## src/rtl/mux_4to1_rr_arbiter.sv

```systemverilog
// Round-robin arbiter that owns the select of a shared 4:1 data mux.
// One requester is granted per packet; its data is presented on a
// valid/ready output until end-of-packet, a beat-count limit, or withdrawal.
module mux_4to1_rr_arbiter #(
   parameter int WIDTH     = 4,
   parameter int MAX_BEATS = 8
) (
   input  logic             clk,
   input  logic             rst_n,
   input  logic [3:0]       req,
   input  logic [3:0]       last,
   input  logic [WIDTH-1:0] a,
   input  logic [WIDTH-1:0] b,
   input  logic [WIDTH-1:0] c,
   input  logic [WIDTH-1:0] d,
   input  logic             out_ready,
   output logic [3:0]       gnt,
   output logic [1:0]       sel,
   output logic [WIDTH-1:0] out,
   output logic             out_valid,
   output logic             out_last
);

   localparam int CW = (MAX_BEATS > 1) ? $clog2(MAX_BEATS) : 1;

   typedef enum logic {IDLE, BUSY} state_t;

   state_t          state_q, state_d;
   logic [1:0]      sel_q, sel_d;
   logic [1:0]      ptr_q, ptr_d;
   logic [3:0]      gnt_q, gnt_d;
   logic [CW-1:0]   cnt_q, cnt_d;

   // Index 0 = a ... 3 = d, same ordering as the original case mux.
   logic [3:0][WIDTH-1:0] data;
   assign data = {d, c, b, a};

   logic [1:0] win;
   logic [1:0] idx;
   logic       found;
   logic       busy;
   logic       cnt_max;
   logic       xfer;

   // Rotating priority scan starting at ptr; first requesting index wins.
   always_comb begin
      win   = ptr_q;
      idx   = '0;
      found = 1'b0;
      for (int i = 0; i < 4; i++) begin
         idx = ptr_q + 2'(i);
         if (!found && req[idx]) begin
            win   = idx;
            found = 1'b1;
         end
      end
   end

   // Output datapath: purely a function of registered sel/state and live inputs.
   always_comb begin
      busy      = (state_q == BUSY);
      cnt_max   = (cnt_q == CW'(MAX_BEATS - 1));
      out       = busy ? data[sel_q] : '0;
      out_valid = busy & req[sel_q];
      out_last  = out_valid & (last[sel_q] | cnt_max);
      xfer      = out_valid & out_ready;
   end

   // Grant sequencing: arbitrate in IDLE, count beats and release in BUSY.
   always_comb begin
      state_d = state_q;
      sel_d   = sel_q;
      ptr_d   = ptr_q;
      gnt_d   = gnt_q;
      cnt_d   = cnt_q;
      case (state_q)
         IDLE: begin
            gnt_d = '0;
            cnt_d = '0;
            if (found) begin
               sel_d   = win;
               gnt_d   = 4'b0001 << win;
               state_d = BUSY;
            end
         end
         BUSY: begin
            // Withdrawal or a completed last beat both end the grant; sel is
            // kept so the external mux stays stable through the bubble.
            if (!req[sel_q] || (xfer && out_last)) begin
               state_d = IDLE;
               gnt_d   = '0;
               cnt_d   = '0;
               ptr_d   = sel_q + 2'd1;
            end else if (xfer) begin
               cnt_d = cnt_q + CW'(1);
            end
         end
         default: state_d = IDLE;
      endcase
   end

   // State registers; reset clears everything immediately, dropping any packet.
   always_ff @(posedge clk or negedge rst_n) begin
      if (!rst_n) begin
         state_q <= IDLE;
         sel_q   <= '0;
         ptr_q   <= '0;
         gnt_q   <= '0;
         cnt_q   <= '0;
      end else begin
         state_q <= state_d;
         sel_q   <= sel_d;
         ptr_q   <= ptr_d;
         gnt_q   <= gnt_d;
         cnt_q   <= cnt_d;
      end
   end

   assign gnt = gnt_q;
   assign sel = sel_q;

endmodule

```

## config.mk

```make
export PLATFORM = sky130hd
export DESIGN_NAME = mux_4to1_rr_arbiter
export DESIGN_NICKNAME = d
export VERILOG_FILES = /design/src/rtl/mux_4to1_rr_arbiter.sv
export SDC_FILE = /design/constraint.sdc
export NUM_CORES = 1
export LEC_CHECK = 0
export BUFFER_PORTS_ARGS = -buffer_cell sky130_fd_sc_hd__clkbuf_2
export CAP_MARGIN = 0
export CORE_ASPECT_RATIO = 0.8
export CORE_MARGIN = 5
export CORE_UTILIZATION = 49
export DETAILED_ROUTE_END_ITERATION = 12
export GPL_TIMING_DRIVEN = 0
export HOLD_SLACK_MARGIN = 0.05
export PLACE_DENSITY = 0.8
export SLEW_MARGIN = 20
export SYNTH_ARGS = -nofsm -noshare
export SYNTH_HDL_FRONTEND = slang
export SYNTH_SLANG_ARGS = --single-unit
```

## constraint.sdc

```tcl
create_clock -name clk -period 3.85 [get_ports clk]
set_clock_uncertainty 0.1 [all_clocks]
set_input_delay 0.1925 -clock clk [delete_from_list [all_inputs] [get_ports clk]]
set_output_delay 0.1925 -clock clk [all_outputs]
set_load 0.02 [all_outputs]
```

==> results of run 1 <==
worst register-to-register path, cell delays in order, from the launching register on:
cell and delay [ps]:
dfrtp_1 430, nor3b_1 160, a2111oi_1 540, o21ai_0 290, o21a_1 180
cell type report:
cell class | instances | area [µm²]
Fill cell | 135 | 541
Sequential cell | 12 | 300
Multi-Input combinational cell | 55 | 498
Timing Repair Buffer | 38 | 195
Inverter | 5 | 18.8
Buffer | 3 | 23.8
Tap cell | 22 | 27.5
Clock buffer | 3 | 22.5
repair_timing:
| action | in CTS | in global routing |
|---|---|---|
| endpoints found under the hold margin | 12 | 0 |
| resized for setup | 0 | 0 |
| hold buffers | 1 | 0 |
metrics by stage:
| step | instance area, µm² | cells | hold WS, ps | worst slack, ps | power [W] |
|---|---|---|---|---|---|
| 2_1_floorplan | 841 | 75 | -203 | 1970 | 0.000582 |
| 3_3_place_gp | 1050 | 134 | -14.4 | 2050 | 0.000706 |
| 3_5_place_dp | 1050 | 134 | -8.34 | 2030 | 0.000721 |
| 4_1_cts | 1090 | 138 | 148 | 1880 | 0.000797 |
| 5_1_grt | 1090 | 138 | 158 | 1800 | 0.000850 |
| 6_report | 1090 | 138 | 154 | 1900 | 0.000790 |
report_power, final:
group | switching [W] | total [W] | internal (W)
clock | 0.0000382 | 0.0000743 | 0.0000361
sequential | 0.0000470 | 0.000224 | 0.000177
combinational | 0.000266 | 0.000492 | 0.000226
logic make-up (layout without fill, tap and decap cells):
family | count (synthesis) | count (layout)
AO/OA/AOI/OAI | 18 | 18
XOR/XNOR | 2 | 2
adder cells (fa/ha/maj) | 2 | 2
buffers and inverters | 8 | 49
flip-flops | 12 | 12
multiplexers | 10 | 10
AND/OR/NAND/NOR | 23 | 23
per-layer routing:
layer	wire length, µm	part of all wire	vias up	GRT usage
met4	0	0	0	0.0379
met3	197	0.099	0	0.0852
li1	-	-	370	-
met5	0	0	-	0
met1	912	0.46	362	0.190
met2	872	0.44	35	0.296
sequential cells by signal (all words and copies together), names as in the netlist:
name,cells
busy,1
cnt_q,3
ptr_q,2
sel,2
gnt,4
worst paths after layout:
kind	start	to	slack (ps)	cells past startpoint
min reg2reg	gnt[0]	gnt[0]	390	1
min	out_ready	cnt_q[2]	150	2
min in group asynchronous	rst_n	cnt_q[2]	230	2
max	sel[0]	out[0]	1900	4
max in group asynchronous	rst_n	gnt[0]	3180	2
max reg2reg	ptr_q[1]	sel[1]	2030	4
layout by cell type, fill, tap and decap left out, types with 2 or more instances in the layout:
| cell type | instances |
|---|---|
| a22o_1 | 3 |
| o21a_1 | 2 |
| inv_1 | 4 |
| a21oi_1 | 2 |
| nand2_1 | 2 |
| o21ai_0 | 2 |
| a31o_1 | 2 |
| dfrtp_1 | 12 |
| ha_1 | 2 |
| clkbuf_2 | 38 |
| mux2i_1 | 4 |
| nor4_1 | 2 |
| nor2b_1 | 4 |
| and3_1 | 2 |
| o2bb2ai_1 | 2 |
| clkbuf_4 | 3 |
| and2_1 | 4 |
| mux4_1 | 4 |
| nor2_1 | 5 |
==> summary.md, run 1 <==
| Metric | Value |
|---|---|
| Status | `complete, no violations` |
| Final #Nets | `147` |
| Initial core utilization | `0.517` |
| Net Count, Synth | `around 100` |
| Worst Path Buf+Inv | `2` |
| Max_cap viols | `0` |
| Synth Area in Compound Gates | `0.176` |
| Routed vias | `~770` |
| Dpl hpwl | `1.62 mm` |
| Post-Syn Area | `between 800 and 900 µm²` |
| Vias in the first global route | `774` |
| Die width | `approximately 56 µm` |
| Avg Inst Size Synth | `between 10 and 15 µm²` |
| Final GP Congestion | `around 0.8` |
| Drt pass-1 iters | `4` |
| Clk_lat worst skew | `between 200 and 300 ps` |
| Crit path arrival time | `~1700 ps` |
| Max-slew violation count | `0` |
| CP Max Fanout | `10` |
| Largest net degree at the start of global routing | `13` |
| TritonCTS buffer count | `3` |
| Total wire length | `~2.0 mm` |
| Area grow syn2layout | `29.2%` |
| Critical path's top delay family | `multiplexers` |
| Synth area leaders | `dfrtp_1 36%, mux4_1 13%, mux2i_1 4.8%, a22o_1 3.1%, and2_1 3.0%` |
| Clk buf depth | `2` |
| Yosys warning total | `0` |
| Util after Layout | `0.668` |
| CP Capture Type | `output port` |
| Final antenna-violating net count | `0` |
| Most frequent cell after synthesis | `dfrtp_1` |
| Critical Path Max Stage Delay | `around 550 ps` |
| Worst path slowest cell | `mux4_1` |
| PortBufs | `37` |
| Leading area contributor after synthesis | `dfrtp_1` |
| Peak supply drop | `approximately 0.00049 V` |
| Post-Synth Adder-Cell Area | `0.0298` |
| PwrDens | `just over 700 nW/µm²` |
| Final Cycle Share | `0.507` |
| Critical path class | `reg -> out` |
| Htree depth | `1` |
| Worst Setup Start Kind | `flip-flop` |
| Largest family of logic cells by synthesized area | `multiplexers` |
| Total inserted antenna cells | `0` |
| RSZ-0062 raised after global routing | `false` |
| Leakage | `about 0.57 nW` |
| Mux contribution to synthesized area | `0.213` |
| TNS Setup | `0 ps` |
| Worst-margin pin slew | `~540 ps` |
| Seq/Total Area, Yosys | `0.357` |
| Yosys top cell area share | `0.357` |
| Slew margin rel. | `0.637` |
| Synth Register Bits | `12` |
| CTS tree | `built` |
| Fmax | `a little over 500 MHz` |
| Worst-path clk slew | `around 80 ps` |
| Die area | `approximately 2600 µm²` |
| Fraction of registers with async set/reset | `1.00` |
| Initial antenna violation count | `0` |
| Share of cells above drive strength 1 | `0.431` |
| Tightest Hold Check Type | `in -> reg` |
| DR WL/cell | `roughly 14 µm` |
| Io pins | `39` |
| First-pass GRT wire length | `3.41 mm` |
| Total track usage | `0.169` |
| Yosys cell types | `34` |
| FP Rows | `13` |
| Root Buffer | `clkbuf_4` |
| Drt initial violations | `13` |
| Vias per cell | `5.56` |
| Simple-gate share of the synthesized area | `0.153` |
| Core ar. | `1630 µm²` |
| Most frequent cells after synthesis | `12 x dfrtp_1, 5 x nor2_1` |
| DRC viols | `0` |
| # Post-CTS Setup Buffers | `0` |
| CP cell instances | `buf_6 -> mux4_1 -> and2_1 -> clkbuf_2` |
| Worst Path Required | `approximately 3600 ps` |
| Die H | `47.1 µm` |
| Main flop type after synthesis | `dfrtp_1` |
| Fin crit period | `approximately 2000 ps` |
| EDFF count, synth | `0` |
| Mapped Cells | `between 70 and 80` |
| Setup Viol. Count Final | `0` |
| Area share of xor/xnor cells in the synthesized design | `0.0208` |
| Clock sinks | `12` |
| Hold Violations, Final | `0` |
| GRT overflow | `0` |
Power figures use the tool's default switching activity.
==> inputs of run 2 (changes only) <==
- CORE_UTILIZATION: 49 -> 41
- PLACE_DENSITY: 0.8 -> 0.71
- clock period: 3.85 -> 1.6 ns (I/O delays scaled with it)
==> summary.md, run 2 (synthesis results as in run 1) <==
| Metric | Value |
|---|---|
| Critical path class | `reg -> out` |
| Hold Violations, Final | `0 (unchanged)` |
| First-pass GRT wire length | `3.48 mm (+2.0%)` |
| Total wire length | `2.35 mm (+19%)` |
| FP Rows | `14 (+1)` |
| Final #Nets | `154 (+4.8%)` |
| Setup Viol. Count Final | `16 (+16)` |
| Drt initial violations | `18 (+5)` |
| Io pins | `39 (unchanged)` |
| Root Buffer | `clkbuf_4` |
| Total track usage | `0.150 (-0.0182)` |
| Status | `finished with violations` |
| Worst-path clk slew | `80 ps (about the same)` |
| Worst Setup Start Kind | `flip-flop` |
| Max_cap viols | `0 (unchanged)` |
| Crit path arrival time | `1670 ps (about the same)` |
| Vias in the first global route | `763 (-1.4%)` |
| PwrDens | `1920 nW/µm² (+160%)` |
| Final antenna-violating net count | `0 (unchanged)` |
| Clk network pwr share | `0.103 (+0.009)` |
| CP cell instances | `buf_8 -> mux4_2 -> nand2_4 -> inv_4 -> buf_6` |
| Initial antenna violation count | `0 (unchanged)` |
| Leakage | `0.618 nW (+8.1%)` |
| CTS tree | `built` |
| Max-slew violation count | `0 (unchanged)` |
| Routed vias | `796 (+3.8%)` |
| Worst Path Buf+Inv | `3 (+1)` |
| Comb pwr share | `0.656 (+0.034)` |
| Die H | `50.5 µm (+7.3%)` |
| DRC viols | `0 (unchanged)` |
| Area of the multi-input gates | `533 µm² (+7.0%)` |
| GRT overflow | `0 (unchanged)` |
| Net switching power | `0.00101 W (+190%)` |
| DR WL/cell | `15.9 µm (+11%)` |
| Placed Cells | `136 (+1.5%)` |
| Tightest Hold Check Type | `in -> async` |
| Final setup margin | `-246 ps (-2140 ps)` |
| Clk_lat worst skew | `270 ps (about the same)` |
| PortBufs | `37 (unchanged)` |
| Initial core utilization | `0.440 (-0.0766)` |
| Core ar. | `1910 µm² (+17%)` |
| Slew margin rel. | `0.736 (+0.0991)` |
| Util after Layout | `0.647 (-0.0202)` |
| Critical path's top delay family | `multiplexers` |
| Worst-margin pin slew | `393 ps (-151 ps)` |
| Seq. cell area | `302 µm² (+0.42%)` |
| Htree depth | `1 (unchanged)` |
| TritonCTS buffer count | `3 (unchanged)` |
| Final GP Congestion | `0.712 (-11%)` |
| Largest net degree at the start of global routing | `13 (unchanged)` |
| CP Max Fanout | `5 (-5)` |
| Share of cells above drive strength 1 | `0.556 (+0.125)` |
| Int Pwr | `0.00136 W (+210%)` |
| Total inserted antenna cells | `0 (unchanged)` |
| Drt pass-1 iters | `4 (unchanged)` |
| Die area | `3060 µm² (+16%)` |
| Critical Path Max Stage Delay | `550 ps (about the same)` |
| Sw Share | `0.425 (-0.0197)` |
| Most common cell after layout, fill and taps aside | `clkbuf_2` |
| CP Capture Type | `output port` |
| Most frequent cells in the layout | `32 x clkbuf_2, 11 x dfrtp_1, 6 x buf_4` |
| Power Total | `0.00237 W (+200%)` |
| Failing checks | `negative setup slack` |
| Clk buf depth | `2 (unchanged)` |
| Part of the power in registers | `0.240 (-0.044)` |
| Max reg flops | `4 (unchanged)` |
| Critical Path Stages | `5 (+1)` |
| FF-to-FF path depth | `6 (+2)` |
| TNS Setup | `-3280 ps (-3280 ps)` |
| Worst path slowest cell | `mux4_2` |
| Peak supply drop | `0.00109 V (+120%)` |
| RSZ-0062 raised after global routing | `true` |
| Setup WS pre-CTS | `-189 ps (-2220 ps)` |
| Fmax | `~540 MHz` |
| Non-filler cells, final | `148 (+7.2%)` |
| Clock sinks | `12 (unchanged)` |
| Dpl hpwl | `1.70 mm (+4.4%)` |
| Die width | `60.6 µm (+7.7%)` |
| Area grow syn2layout | `47.0%` |
| Final Cycle Share | `1.15` |
| Vias per cell | `5.38 (-3.2%)` |
| Fin crit period | `roughly 1800 ps` |
| Worst Path Required | `1420 ps (-2140 ps)` |
| Fill cell count | `150 (+11%)` |
==> run 2: changes by cell type in the layout (fill, tap and decap cells not counted), moves of 3 or more <==
cell,previous run,this run
clkbuf_2,38,32
mux4_1,4,0
buf_2,0,3
buf_4,1,6
mux4_2,1,5
==> run 2: path summary, 6_finish.rpt <==
path	from	to	slack [ps]
min in group clk	req[1]	gnt[0]	230
worst max register to register	sel[0]	gnt[2]	-230
worst min register to register	gnt[0]	gnt[0]	410
worst max-delay path	sel[0]	out_valid	-250
worst min-delay path	rst_n	gnt[0]	110
max in group asynchronous	rst_n	sel[0]	1030
==> run 2: cell type report <==
class	count	area share
Multi-Input combinational cell	55	0.431
Tap cell	24	0.0243
Sequential cell	12	0.244
Buffer	3	0.0223
Clock buffer	4	0.0294
Timing Repair Buffer	45	0.232
Inverter	5	0.0172
==> run 2: power by group through the flow <==
| stage | logic, W | registers, W | clock network, W |
|---|---|---|---|
| detailed placement | 0.00120 | 0.000547 | 0 |
| floorplan | 0.000805 | 0.000610 | 0 |
| CTS | 0.00137 | 0.000546 | 0.000253 |
| finish | 0.00156 | 0.000570 | 0.000244 |
| global placement | 0.00118 | 0.000541 | 0 |
| global route | 0.00167 | 0.000595 | 0.000264 |
==> run 2: stage by stage <==
step                      cell area, µm²  hold WS (ps)
after global placement              1070          -122
final                               1240           114
after floorplan                      855          -316
after detailed placement            1070          -112
after global routing                1240           130
after CTS                           1180           120
==> run 2: what timing repair did <==
item,in CTS,in global routing
setup endpoints to repair,17,16
hold endpoints to repair,14,0
buffers inserted,4,1
gates cloned,0,1
pin swaps,0,1
resized for setup,7,19
hold buffers,2,0
==> run 2: layer usage <==
layer,vias up,part of all wire,GRT usage,wire length (µm)
met3,0,0.12,0.0513,292
met5,-,0,0,0
met4,0,0,0.0325,0
met2,35,0.47,0.262,1110
li1,382,-,-,-
met1,379,0.40,0.178,944
